--- config.mk ---
export PLATFORM = sky130hd
export DESIGN_NAME = tmds_encoder_flat
export DESIGN_NICKNAME = d
export VERILOG_FILES = /design/src/rtl/tmds_encoder_pkg.sv /design/src/rtl/tmds_encoder_if.sv /design/src/rtl/tmds_qm_stage.sv /design/src/rtl/tmds_encoder.sv /design/src/flat_wrapper.sv
export SDC_FILE = /design/constraint.sdc
export NUM_CORES = 1
export LEC_CHECK = 0
export ABC_AREA = 1
export BUFFER_PORTS_ARGS = -buffer_cell sky130_fd_sc_hd__buf_2
export CORE_UTILIZATION = 45
export DETAILED_ROUTE_END_ITERATION = 7
export PLACE_DENSITY = 0.63
export SKIP_CTS_REPAIR_TIMING = 1
export SLEW_MARGIN = 10
export SYNTH_ARGS = -nofsm -noshare
export SYNTH_HDL_FRONTEND = slang
export SYNTH_SLANG_ARGS = --single-unit
--- constraint.sdc ---
create_clock -name clk -period 4.37 [get_ports clk]
set_clock_uncertainty 0.1 [all_clocks]
set_input_delay 0.874 -clock clk [delete_from_list [all_inputs] [get_ports clk]]
set_output_delay 0.874 -clock clk [all_outputs]
set_load 0.02 [all_outputs]
--- src/rtl/tmds_encoder_pkg.sv ---
// Shared TMDS definitions: the symbol type, control tokens, the stage-2 encoding
// modes and a byte popcount. The decoder uses the same package.
package tmds_encoder_pkg;

   typedef logic [9:0] tmds_sym_t;

   localparam tmds_sym_t COM00 = 10'b1101010100;
   localparam tmds_sym_t COM01 = 10'b0010101011;
   localparam tmds_sym_t COM10 = 10'b0101010100;
   localparam tmds_sym_t COM11 = 10'b1010101011;

   // ENC_BAL: disparity neutral; ENC_INV: invert to pull back; ENC_PASS: send as is
   typedef enum logic [1:0] {
      ENC_CTRL = 2'd0,
      ENC_BAL  = 2'd1,
      ENC_INV  = 2'd2,
      ENC_PASS = 2'd3
   } enc_mode_t;

   function automatic logic [3:0] popcount8(input logic [7:0] v);
      logic [3:0] n;
      n = '0;
      for (int i = 0; i < 8; i++) begin
         n = n + {3'b000, v[i]};
      end
      return n;
   endfunction

endpackage

--- src/rtl/tmds_encoder_if.sv ---
// Encoder-facing signal bundle. There is no backpressure: de qualifies dataIn on
// every clock and one symbol leaves on dataTx every clock, two clocks later.
interface tmds_encoder_if;
   logic       de;
   logic [1:0] controlCom;
   logic [7:0] dataIn;
   logic [9:0] dataTx;
   logic [4:0] disparity;

   modport master (output de, controlCom, dataIn, input dataTx, disparity);
   modport slave  (input de, controlCom, dataIn, output dataTx, disparity);
endinterface

--- src/rtl/tmds_qm_stage.sv ---
// Transition-minimising stage: picks the XOR or XNOR chain from the byte's
// popcount and returns the 9-bit q_m word (bit 8 set means XOR was used).
module tmds_qm_stage
   import tmds_encoder_pkg::*;
(
   input  logic [7:0] i_data,
   output logic [8:0] o_qm
);

   logic [3:0] w_n1;
   logic       w_use_xnor;
   logic [8:0] w_qm;

   always_comb begin
      w_n1       = popcount8(i_data);
      w_use_xnor = (w_n1 > 4'd4) || ((w_n1 == 4'd4) && !i_data[0]);
      w_qm       = '0;
      w_qm[0]    = i_data[0];
      for (int i = 1; i < 8; i++) begin
         w_qm[i] = w_use_xnor ? ~(w_qm[i-1] ^ i_data[i]) : (w_qm[i-1] ^ i_data[i]);
      end
      w_qm[8] = ~w_use_xnor;
   end

   assign o_qm = w_qm;

endmodule

--- src/rtl/tmds_encoder.sv ---
// Single-channel TMDS 8b/10b encoder: registered q_m stage, then a DC-balance
// stage that tracks running disparity in a 5-bit two's-complement counter.
module tmds_encoder
   import tmds_encoder_pkg::*;
(
   input  logic           clk,
   input  logic           rst,
   tmds_encoder_if.slave  bus
);

   logic [8:0] w_qm;
   logic [8:0] r_qm;
   logic       r_de;
   logic [1:0] r_ctrl;
   tmds_sym_t  r_data_tx;
   logic [4:0] r_cnt;

   logic [3:0] w_n1;
   logic [4:0] w_diff;
   logic       w_cnt_pos;
   logic       w_cnt_neg;
   logic       w_diff_pos;
   logic       w_diff_neg;
   enc_mode_t  w_mode;
   tmds_sym_t  w_ctrl_sym;
   tmds_sym_t  w_sym;
   logic [4:0] w_cnt_next;

   tmds_qm_stage u_qm (
      .i_data (bus.dataIn),
      .o_qm   (w_qm)
   );

   always_ff @(posedge clk or posedge rst) begin
      if (rst) begin
         r_qm   <= '0;
         r_de   <= 1'b0;
         r_ctrl <= 2'b00;
      end else begin
         r_qm   <= w_qm;
         r_de   <= bus.de;
         r_ctrl <= bus.controlCom;
      end
   end

   // w_diff is N1-N0 = 2*N1-8; modulo-32 arithmetic keeps it correct as signed
   always_comb begin
      w_n1       = popcount8(r_qm[7:0]);
      w_diff     = {w_n1, 1'b0} - 5'd8;
      w_cnt_pos  = !r_cnt[4] && (r_cnt != '0);
      w_cnt_neg  = r_cnt[4];
      w_diff_pos = !w_diff[4] && (w_diff != '0);
      w_diff_neg = w_diff[4];

      if (!r_de)
         w_mode = ENC_CTRL;
      else if ((r_cnt == '0) || (w_diff == '0))
         w_mode = ENC_BAL;
      else if ((w_cnt_pos && w_diff_pos) || (w_cnt_neg && w_diff_neg))
         w_mode = ENC_INV;
      else
         w_mode = ENC_PASS;

      case (r_ctrl)
         2'b00:   w_ctrl_sym = COM00;
         2'b01:   w_ctrl_sym = COM01;
         2'b10:   w_ctrl_sym = COM10;
         default: w_ctrl_sym = COM11;
      endcase

      w_sym      = w_ctrl_sym;
      w_cnt_next = '0;
      case (w_mode)
         ENC_BAL: begin
            w_sym      = {~r_qm[8], r_qm[8], r_qm[8] ? r_qm[7:0] : ~r_qm[7:0]};
            w_cnt_next = r_cnt + (r_qm[8] ? w_diff : -w_diff);
         end
         ENC_INV: begin
            w_sym      = {1'b1, r_qm[8], ~r_qm[7:0]};
            w_cnt_next = r_cnt + {3'b000, r_qm[8], 1'b0} - w_diff;
         end
         ENC_PASS: begin
            w_sym      = {1'b0, r_qm[8], r_qm[7:0]};
            w_cnt_next = r_cnt - {3'b000, ~r_qm[8], 1'b0} + w_diff;
         end
         default: begin
            w_sym      = w_ctrl_sym;
            w_cnt_next = '0;
         end
      endcase
   end

   always_ff @(posedge clk or posedge rst) begin
      if (rst) begin
         r_data_tx <= COM00;
         r_cnt     <= '0;
      end else begin
         r_data_tx <= w_sym;
         r_cnt     <= w_cnt_next;
      end
   end

   assign bus.dataTx    = r_data_tx;
   assign bus.disparity = r_cnt;

endmodule

--- src/flat_wrapper.sv ---
// flat-port wrapper written by rule: the top's interface ports become plain ports
module tmds_encoder_flat import tmds_encoder_pkg::*;
  (clk, rst, bus_de, bus_controlCom, bus_dataIn, bus_dataTx, bus_disparity);
  tmds_encoder_if bus_i ();
  input  logic clk;
  input  logic rst;
  input wire logic [$bits(bus_i.de)-1:0] bus_de;
  input wire logic [$bits(bus_i.controlCom)-1:0] bus_controlCom;
  input wire logic [$bits(bus_i.dataIn)-1:0] bus_dataIn;
  output wire logic [$bits(bus_i.dataTx)-1:0] bus_dataTx;
  output wire logic [$bits(bus_i.disparity)-1:0] bus_disparity;
  assign bus_i.de = bus_de;
  assign bus_i.controlCom = bus_controlCom;
  assign bus_i.dataIn = bus_dataIn;
  assign bus_dataTx = bus_i.dataTx;
  assign bus_disparity = bus_i.disparity;
  tmds_encoder u_core (.clk(clk), .rst(rst), .bus(bus_i));
endmodule
Word level (Yosys, flattened, before mapping)
Index checks and enable logic that the tools add are counted.
W data, S select, Z words.
{ "op_classes": {"n_mux": 15, "n_addsub": 21, "bitwise": 17, "order_cmp": 1, "n_reduce_logical": 16, "eq_ne": 6} }
{ "ops": {"columns": ["cell", "count"], "rows": [
  ["$pmux W10 S3", 2],
  ["$add A4 B1 Y4", 10],
  ["$pmux W5 S3", 1],
  ["$add A5 B5 Y5", 2],
  ["$logic_not A5 Y1", 2],
  ["$reduce_bool A5 Y1", 2],
  ["$not A1 Y1", 9],
  ["$mux W1", 8],
  ["$mux W8", 1],
  ["$not A8 Y8", 1],
  ["$xor A1 B1 Y1", 7],
  ["$eq A2 B2 Y1 const B", 3],
  ["$add A5 B2 Y5", 1],
  ["$logic_and A1 B1 Y1", 5],
  ["$mux W5", 1],
  ["$neg A5 Y5", 1],
  ["$sub A5 B2 Y5", 1],
  ["$sub A5 B4 Y5 const B", 1],
  ["$sub A5 B5 Y5", 1],
  ["$add A1 B1 Y2", 2],
  ["$add A3 B1 Y4", 1],
  ["$eq A2 B1 Y1 const B", 2],
  ["$eq A4 B3 Y1 const B", 1],
  ["$gt A4 B3 Y1 const B", 1],
  ["other kinds (5)", 10]
]} }
{ "totals": {"input_bits": 13, "out_inout_bits": 15, "ff_bits": 27, "word_cells": 81} }

Longest topological paths before layout
Gate-level depths: netlist of run 1.
{ "logic_depth": {"word_depth": 29, "mapped_depth": 19, "mapped_depth_nobuf": 19} }

Modules after synthesis
A second synthesis of run 1 with hierarchy kept.
{ "unflattened": {"cells_unflattened": 289, "hier_area_um2": 2332.2} }
{ "by_module_without_submodules": {"columns": ["mod", "area_per_inst_um2", "seq_area_each_um2", "n_inst", "cells_per_inst"], "rows": [
  ["tmds_encoder", 1921.8, 681.9, 1, 227],
  ["tmds_qm_stage", 410.4, 0.0, 1, 62]
]} }

Worst setup path after synthesis of run 1
No wires, ideal clock.
{ "synth_timing": {"path_kind": "reg2reg", "from": "register u_core.r_qm[0]", "to": "register u_core.r_cnt[4], in the netlist u_core.bus.disparity[4]", "n_path_buf": 0, "synth_period_minus_slack_ns": 4.243, "t_required_ns": 4.148, "slack_ns": 0.127, "arrival_time_ns": 4.020, "setup_ns": 0.122, "stages_incl_launch_ff": 18, "cell_sequence": "dfrtp_1 -> ha_1 -> inv_1 -> fa_1 -> fa_1 -> fa_1 -> fa_1 -> ha_1 -> nor2_1 -> xor2_1 -> inv_1 -> ha_1 -> nand2_1 -> nor2_1 -> a211oi_1 -> nand3_1 -> nand2_1 -> o21ai_1"} }
{ "synth_between": {"elab_chain_cells": 17, "elab_cells_between_ends": 28, "classes_between": "add/sub: 12; eq/ne: 3; mux: 5; reduce/logical: 8"} }
{ "synth_lines": {"columns": ["item", "line", "rtl"], "rows": [
  ["from (decl)", "tmds_encoder.sv:12", "logic [8:0] r_qm;"],
  ["from (signal assigned)", "tmds_encoder.sv:40", "r_qm <= w_qm;"],
  ["$add A1 B1 Y2 (*)", "tmds_encoder_pkg.sv:24", "n = n + {3'b000, v[i]};"],
  ["$add A4 B1 Y4 (*) (6 in series)", "tmds_encoder_pkg.sv:24", null],
  ["$sub A5 B4 Y5 (*)", "tmds_encoder.sv:49", "w_diff = {w_n1, 1'b0} - 5'd8;"],
  ["parallel branches: the longest is 8 deep, another holds $neg A5 Y5", null, null],
  ["$pmux W5 S3 (*)", "tmds_encoder.sv:73", "case (w_mode)"],
  ["named net u_core.w_cnt_next[4]", "tmds_encoder.sv:27", "logic [4:0] w_cnt_next;"],
  ["to (signal assigned)", "tmds_encoder.sv:99", "r_cnt <= w_cnt_next;"],
  ["to (decl)", "tmds_encoder.sv:16", "logic [4:0] r_cnt;"]
]} }
Mark *: on every way through the listed nets, which the timed path passes.

Worst setup path after layout of run 1
Ends and elaborated chain as after synthesis.

==> impl_metrics.env, run 1 <==
export IMPL_mostFrequentLayoutCell="nand2_1"
export IMPL_cp_arrival_ns=4.21
export IMPL_worst_pin_slew_ns=0.973
export IMPL_fillCellCount=461
export IMPL_rows=25
export IMPL_maxSlewViolCount=0
export IMPL_grt_pass1_vias=1716
export IMPL_vias=1790
export IMPL_synthFlopType="dfrtp_1"
export IMPL_wl_um=4320
export IMPL_nNetsFinal=363
export IMPL_post_drt_wl_per_cell_um=11.4
export IMPL_dieArea_um2=5460
export IMPL_synthSimpleGateAreaFrac_pct=26.3
export IMPL_netlist_area_um2=2320
export IMPL_yosys_warnings=0
export IMPL_numCtsBuffers=3
export IMPL_start_util_pct=47.9
export IMPL_clk_latency_ns=0.28
export IMPL_rsz0062_at_grt="no"
export IMPL_r2r_end="u_core.bus.disparity[4]"
export IMPL_grt_start_max_net_pins=28
export IMPL_max_slew_margin_pct=35.1
export IMPL_r2r_slack_ns=0.23
export IMPL_grt_pass1_wl_um=7370
export IMPL_synth_edf_count=0
export IMPL_core_area_um2=4850
export IMPL_area_growth_syn_to_layout_pct=13.9
export IMPL_end_kind="flop"
export IMPL_post_route_period_util_pct=94.7
export IMPL_max_freq_mhz=242
export IMPL_io_buffers=27
export IMPL_final_cell_mix="nand2_1, inv_1, buf_2"
export IMPL_clk_pin_slew_ns=0.10
export IMPL_io_pins=28
export IMPL_viasPerCell=4.74
export IMPL_syn_avg_cell_area_um2=8.45
export IMPL_drive_above_1_share_pct=24.1
export IMPL_required_ns=4.44
export IMPL_status="completed"
export IMPL_final_cells=378
export IMPL_dpl_hpwl_um=3540
export IMPL_hold_class="reg2reg"
export IMPL_ctsLongestPathBuffers=2
export IMPL_async_reset_ff_share_pct=100
export IMPL_timing_worst_setup_path_type="reg2reg"
export IMPL_dpl_cell_count=373
export IMPL_hold_path_depth=2
export IMPL_drt_pass1_iter_count=4
export IMPL_die_height_um=73.9
export IMPL_drv_cap=0
export IMPL_synth_xor_area_share_pct=4.84
export IMPL_synthAdderAreaFrac_pct=24.7
export IMPL_antenna_found_initial=0
export IMPL_synth_top_family_by_area="simple AND/OR/NAND/NOR gates"
export IMPL_period_needed_ns=4.14
export IMPL_r2r_cells=17
export IMPL_hold_viol=0
export IMPL_synth_mux_area_share_pct=0
export IMPL_cts_root_buf="clkbuf_8"
export IMPL_r2r_start="u_core.r_qm[0]"
export IMPL_min_from="u_core.r_qm[7]"
export IMPL_antenna_cells=0
export IMPL_hold_slack_ns=0.429
export IMPL_drc_errors=0
export IMPL_synth_seq_cells=27
export IMPL_cts_sinks=27
export IMPL_cts_tree="yes"
export IMPL_drtIter0Drc=88
export IMPL_die_x_um=73.9
export IMPL_grt_usage_pct=17.5
export IMPL_gp_congestion=0.792
export IMPL_synth_compound_area_share_pct=4.20
export IMPL_ys_seq_area_share_pct=29.3
export IMPL_whs_endpoint="u_core.bus.dataTx[7]"
export IMPL_htree_levels=1
export IMPL_postSynthCellCount=275
export IMPL_final_setup_viol_count=0
export IMPL_synth_nets=326
export IMPL_drtAntennaViolNets=0
export IMPL_synth_distinct_cells=32
export IMPL_cp_max_fo=5
export IMPL_cp_start_kind="flop"
export IMPL_grt_ovfl_total=0
-- worst max-delay path by stage --
stage                              start                 endpoint  slack [ns]  cells after the start
final                     u_core.r_qm[0]  u_core.bus.disparity[4]        0.23                     17
after global routing      u_core.r_qm[0]  u_core.bus.disparity[4]        0.01                     17
after CTS                 u_core.r_qm[0]  u_core.bus.disparity[4]     -0.0005                     17
after detailed placement  u_core.r_qm[0]  u_core.bus.disparity[4]        0.02                     17
after global placement    u_core.r_qm[0]  u_core.bus.disparity[4]        0.07                     17
after floorplan           u_core.r_qm[0]  u_core.bus.disparity[4]        0.13                     17
-- registers in the layout, summed over array words and instances, names as in the netlist --
name                  cells
u_core.bus.dataTx        10
u_core.bus.disparity      5
u_core.r_ctrl             2
u_core.r_de               1
u_core.r_qm               9
-- layout make-up --
| type | instances | area (um2) | share of cell area (%) |
|---|---|---|---|
| inverter | 54 | 208 | 7.84 |
| multi-input combinational | 189 | 1420 | 53.5 |
| timing repair buffer | 37 | 210 | 7.94 |
| tap | 67 | 83.8 | 3.16 |
| clock inverter | 1 | 7.51 | 0.283 |
| sequential | 27 | 682 | 25.7 |
| clock buffer | 3 | 41.3 | 1.56 |
-- kinds of logic (layout without fill, tap and decap cells) --
kind of cell / Yosys count / after routing
AOI/OAI and AO/OA: 16 / 16
xor gates and xnor gates: 12 / 12
adders and majority gates: 38 / 38
buffers and inverters: 59 / 95
DFF: 27 / 27
and+or+nand+nor: 123 / 123
-- stage by stage --
step           worst slack, ns  setup TNS [ns]  cell area [um2]  util, %
2_1_floorplan            0.127               0             2320        -
3_3_place_gp            0.0692               0             2570     53.0
3_5_place_dp            0.0169               0             2570     53.0
4_1_cts              -0.000511       -0.000511             2620     54.0
5_1_grt                 0.0136               0             2650     54.6
6_report                 0.234               0             2650     54.6
-- Yosys cell counts, types with 5 or more instances --
cell type | number | share of area, %
ha_1 | 25 | 13
inv_1 | 52 | 8.4
o21ai_0 | 6 | 1.3
xor2_1 | 7 | 2.6
fa_1 | 13 | 11
nand3_2 | 6 | 2.6
dfrtp_1 | 22 | 24
nor2_1 | 6 | 0.97
nand3_1 | 22 | 4.7
nand4_1 | 8 | 2.2
nand2_2 | 7 | 1.9
nand2_1 | 65 | 10
dfstp_2 | 5 | 5.7
-- layer usage --
metal  part of all wire, %  GRT usage (%)
met1                    49           23.8
met2                    48           30.0
met3                   1.6           1.65
met4                   1.0           4.06
met5                     0              0
-- critical path, cell delays in order, from the launching register on --
cell	delay, ns
dfrtp_1	0.39
ha_1	0.28
inv_1	0.05
fa_1	0.54
fa_1	0.43
fa_2	0.38
fa_2	0.44
xnor2_4	0.17
ha_1	0.29
inv_1	0.05
ha_1	0.33
a21oi_1	0.15
nand2_1	0.08
xor2_1	0.14
nand2_1	0.06
nand2_1	0.05
inv_1	0.05
o21ai_1	0.05
Power of run 1 is left out: the tool's default activity adds up to more than one toggle a clock period on the data nets, which glitch-free logic cannot reach.
==> inputs of run 2 (changes only) <==
--- a/config.mk
+++ b/config.mk
@@ -9,7 +9,7 @@
 export BUFFER_PORTS_ARGS = -buffer_cell sky130_fd_sc_hd__buf_2
 export CORE_UTILIZATION = 45
 export DETAILED_ROUTE_END_ITERATION = 7
-export PLACE_DENSITY = 0.63
+export PLACE_DENSITY = 0.68
 export SKIP_CTS_REPAIR_TIMING = 1
 export SLEW_MARGIN = 10
 export SYNTH_ARGS = -nofsm -noshare
==> impl_metrics.env, run 2 (synthesis gave the netlist of run 1 again) <==
export IMPL_status="completed"
export IMPL_io_buffers=27
export IMPL_hold_path_depth=2
export IMPL_vias=1829
export IMPL_antenna_cells=0
export IMPL_dpl_cell_count=371
export IMPL_grt_pass1_wl_um=7490
export IMPL_cts_tree="yes"
export IMPL_start_util_pct=47.9
export IMPL_drtAntennaViolNets=0
export IMPL_post_dp_cell_area_um2=2560
export IMPL_cp_start_kind="flop"
export IMPL_htree_levels=1
export IMPL_mostFrequentLayoutCell="nand2_1"
export IMPL_dieArea_um2=5460
export IMPL_r2r_slack_ns=0.20
export IMPL_clk_latency_ns=0.29
export IMPL_cp_max_fo=3
export IMPL_drtIter0Drc=78
export IMPL_grt_pass1_vias=1710
export IMPL_maxSlewViolCount=0
export IMPL_timing_worst_setup_path_type="reg2reg"
export IMPL_min_from="u_core.r_qm[6]"
export IMPL_dpl_hpwl_um=3610
export IMPL_die_x_um=73.9
export IMPL_hold_viol=0
export IMPL_period_needed_ns=4.17
export IMPL_r2r_end="u_core.bus.disparity[4]"
export IMPL_required_ns=4.46
export IMPL_cts_root_buf="clkbuf_8"
export IMPL_post_drt_wl_per_cell_um=12.0
export IMPL_post_route_period_util_pct=95.3
export IMPL_clk_pin_slew_ns=0.10
export IMPL_worst_pin_slew_ns=0.986
export IMPL_final_cells=376
export IMPL_final_cell_mix="nand2_1, inv_1, buf_2"
export IMPL_core_area_um2=4850
export IMPL_max_freq_mhz=240
export IMPL_io_pins=28
export IMPL_drv_cap=0
export IMPL_grt_usage_pct=18.1
export IMPL_gp_congestion=0.899
export IMPL_drt_pass1_iter_count=6
export IMPL_largest_reg_flops=10
export IMPL_drive_above_1_share_pct=24.3
export IMPL_grt_ovfl_total=0
export IMPL_drc_errors=0
export IMPL_grt_start_max_net_pins=28
export IMPL_fin_util_pct=54.6
export IMPL_viasPerCell=4.86
export IMPL_hold_class="reg2reg"
export IMPL_cts_sinks=27
export IMPL_ctsLongestPathBuffers=2
export IMPL_max_slew_margin_pct=34.2
export IMPL_nNetsFinal=361
export IMPL_wl_um=4530
export IMPL_numCtsBuffers=3
export IMPL_r2r_cells=17
export IMPL_die_height_um=73.9
export IMPL_rows=25
export IMPL_cp_arrival_ns=4.26
export IMPL_final_setup_viol_count=0
export IMPL_finalInstanceArea_um2=2650
export IMPL_end_kind="flop"
export IMPL_area_growth_syn_to_layout_pct=13.9
export IMPL_whs_endpoint="u_core.bus.dataTx[6]"
export IMPL_r2r_start="u_core.r_qm[0]"
export IMPL_antenna_found_initial=0
-- run 2: critical path: stages (launching register included) --
cell	delay, ns
dfrtp_1	0.41
ha_1	0.28
inv_1	0.05
fa_1	0.55
fa_1	0.45
fa_2	0.40
fa_2	0.56
ha_1	0.19
nor2_2	0.06
xor2_1	0.16
inv_1	0.09
ha_4	0.23
nand2_1	0.06
nor2_1	0.04
a211oi_2	0.22
nand3_1	0.11
nand2_1	0.07
o21ai_1	0.05
-- run 2: metrics by stage --
step / hold WS (ns) / worst slack, ns / setup TNS, ns
2_1_floorplan: 0.367 / 0.127 / 0
3_3_place_gp: 0.401 / 0.0751 / 0
3_5_place_dp: 0.412 / -0.0692 / -0.0692
4_1_cts: 0.436 / -0.0718 / -0.0718
5_1_grt: 0.479 / -0.00226 / -0.00226
6_report: 0.439 / 0.203 / 0
-- run 2: cell type report --
type	count	area, um2
tap	67	83.8
clock inverter	1	7.51
clock buffer	3	41.3
sequential	27	682
fill	437	2200
timing repair buffer	35	195
multi-input combinational	189	1430
inverter	54	208
-- run 2: how the worst max path moves through the flow --
stage	startpoint	to	slack, ns	cells past startpoint
2_1_floorplan	u_core.r_qm[0]	u_core.bus.disparity[4]	0.13	17
3_3_place_gp	u_core.r_qm[0]	u_core.bus.disparity[4]	0.08	17
3_5_place_dp	u_core.r_qm[0]	u_core.bus.disparity[4]	-0.07	17
4_1_cts	u_core.r_qm[0]	u_core.bus.disparity[4]	-0.07	17
5_1_grt	u_core.r_qm[0]	u_core.bus.disparity[4]	-0.002	17
6_report	u_core.r_qm[0]	u_core.bus.disparity[4]	0.20	17
-- run 2: layer usage --
metal	vias to the layer above	part of all wire, %	track usage, %
met5	-	0	0
met4	0	1.3	4.70
met3	7	2.7	1.65
met2	35	50	32.3
met1	863	46	23.3
li1	924	-	-
Power of run 2 is left out for the same reason.
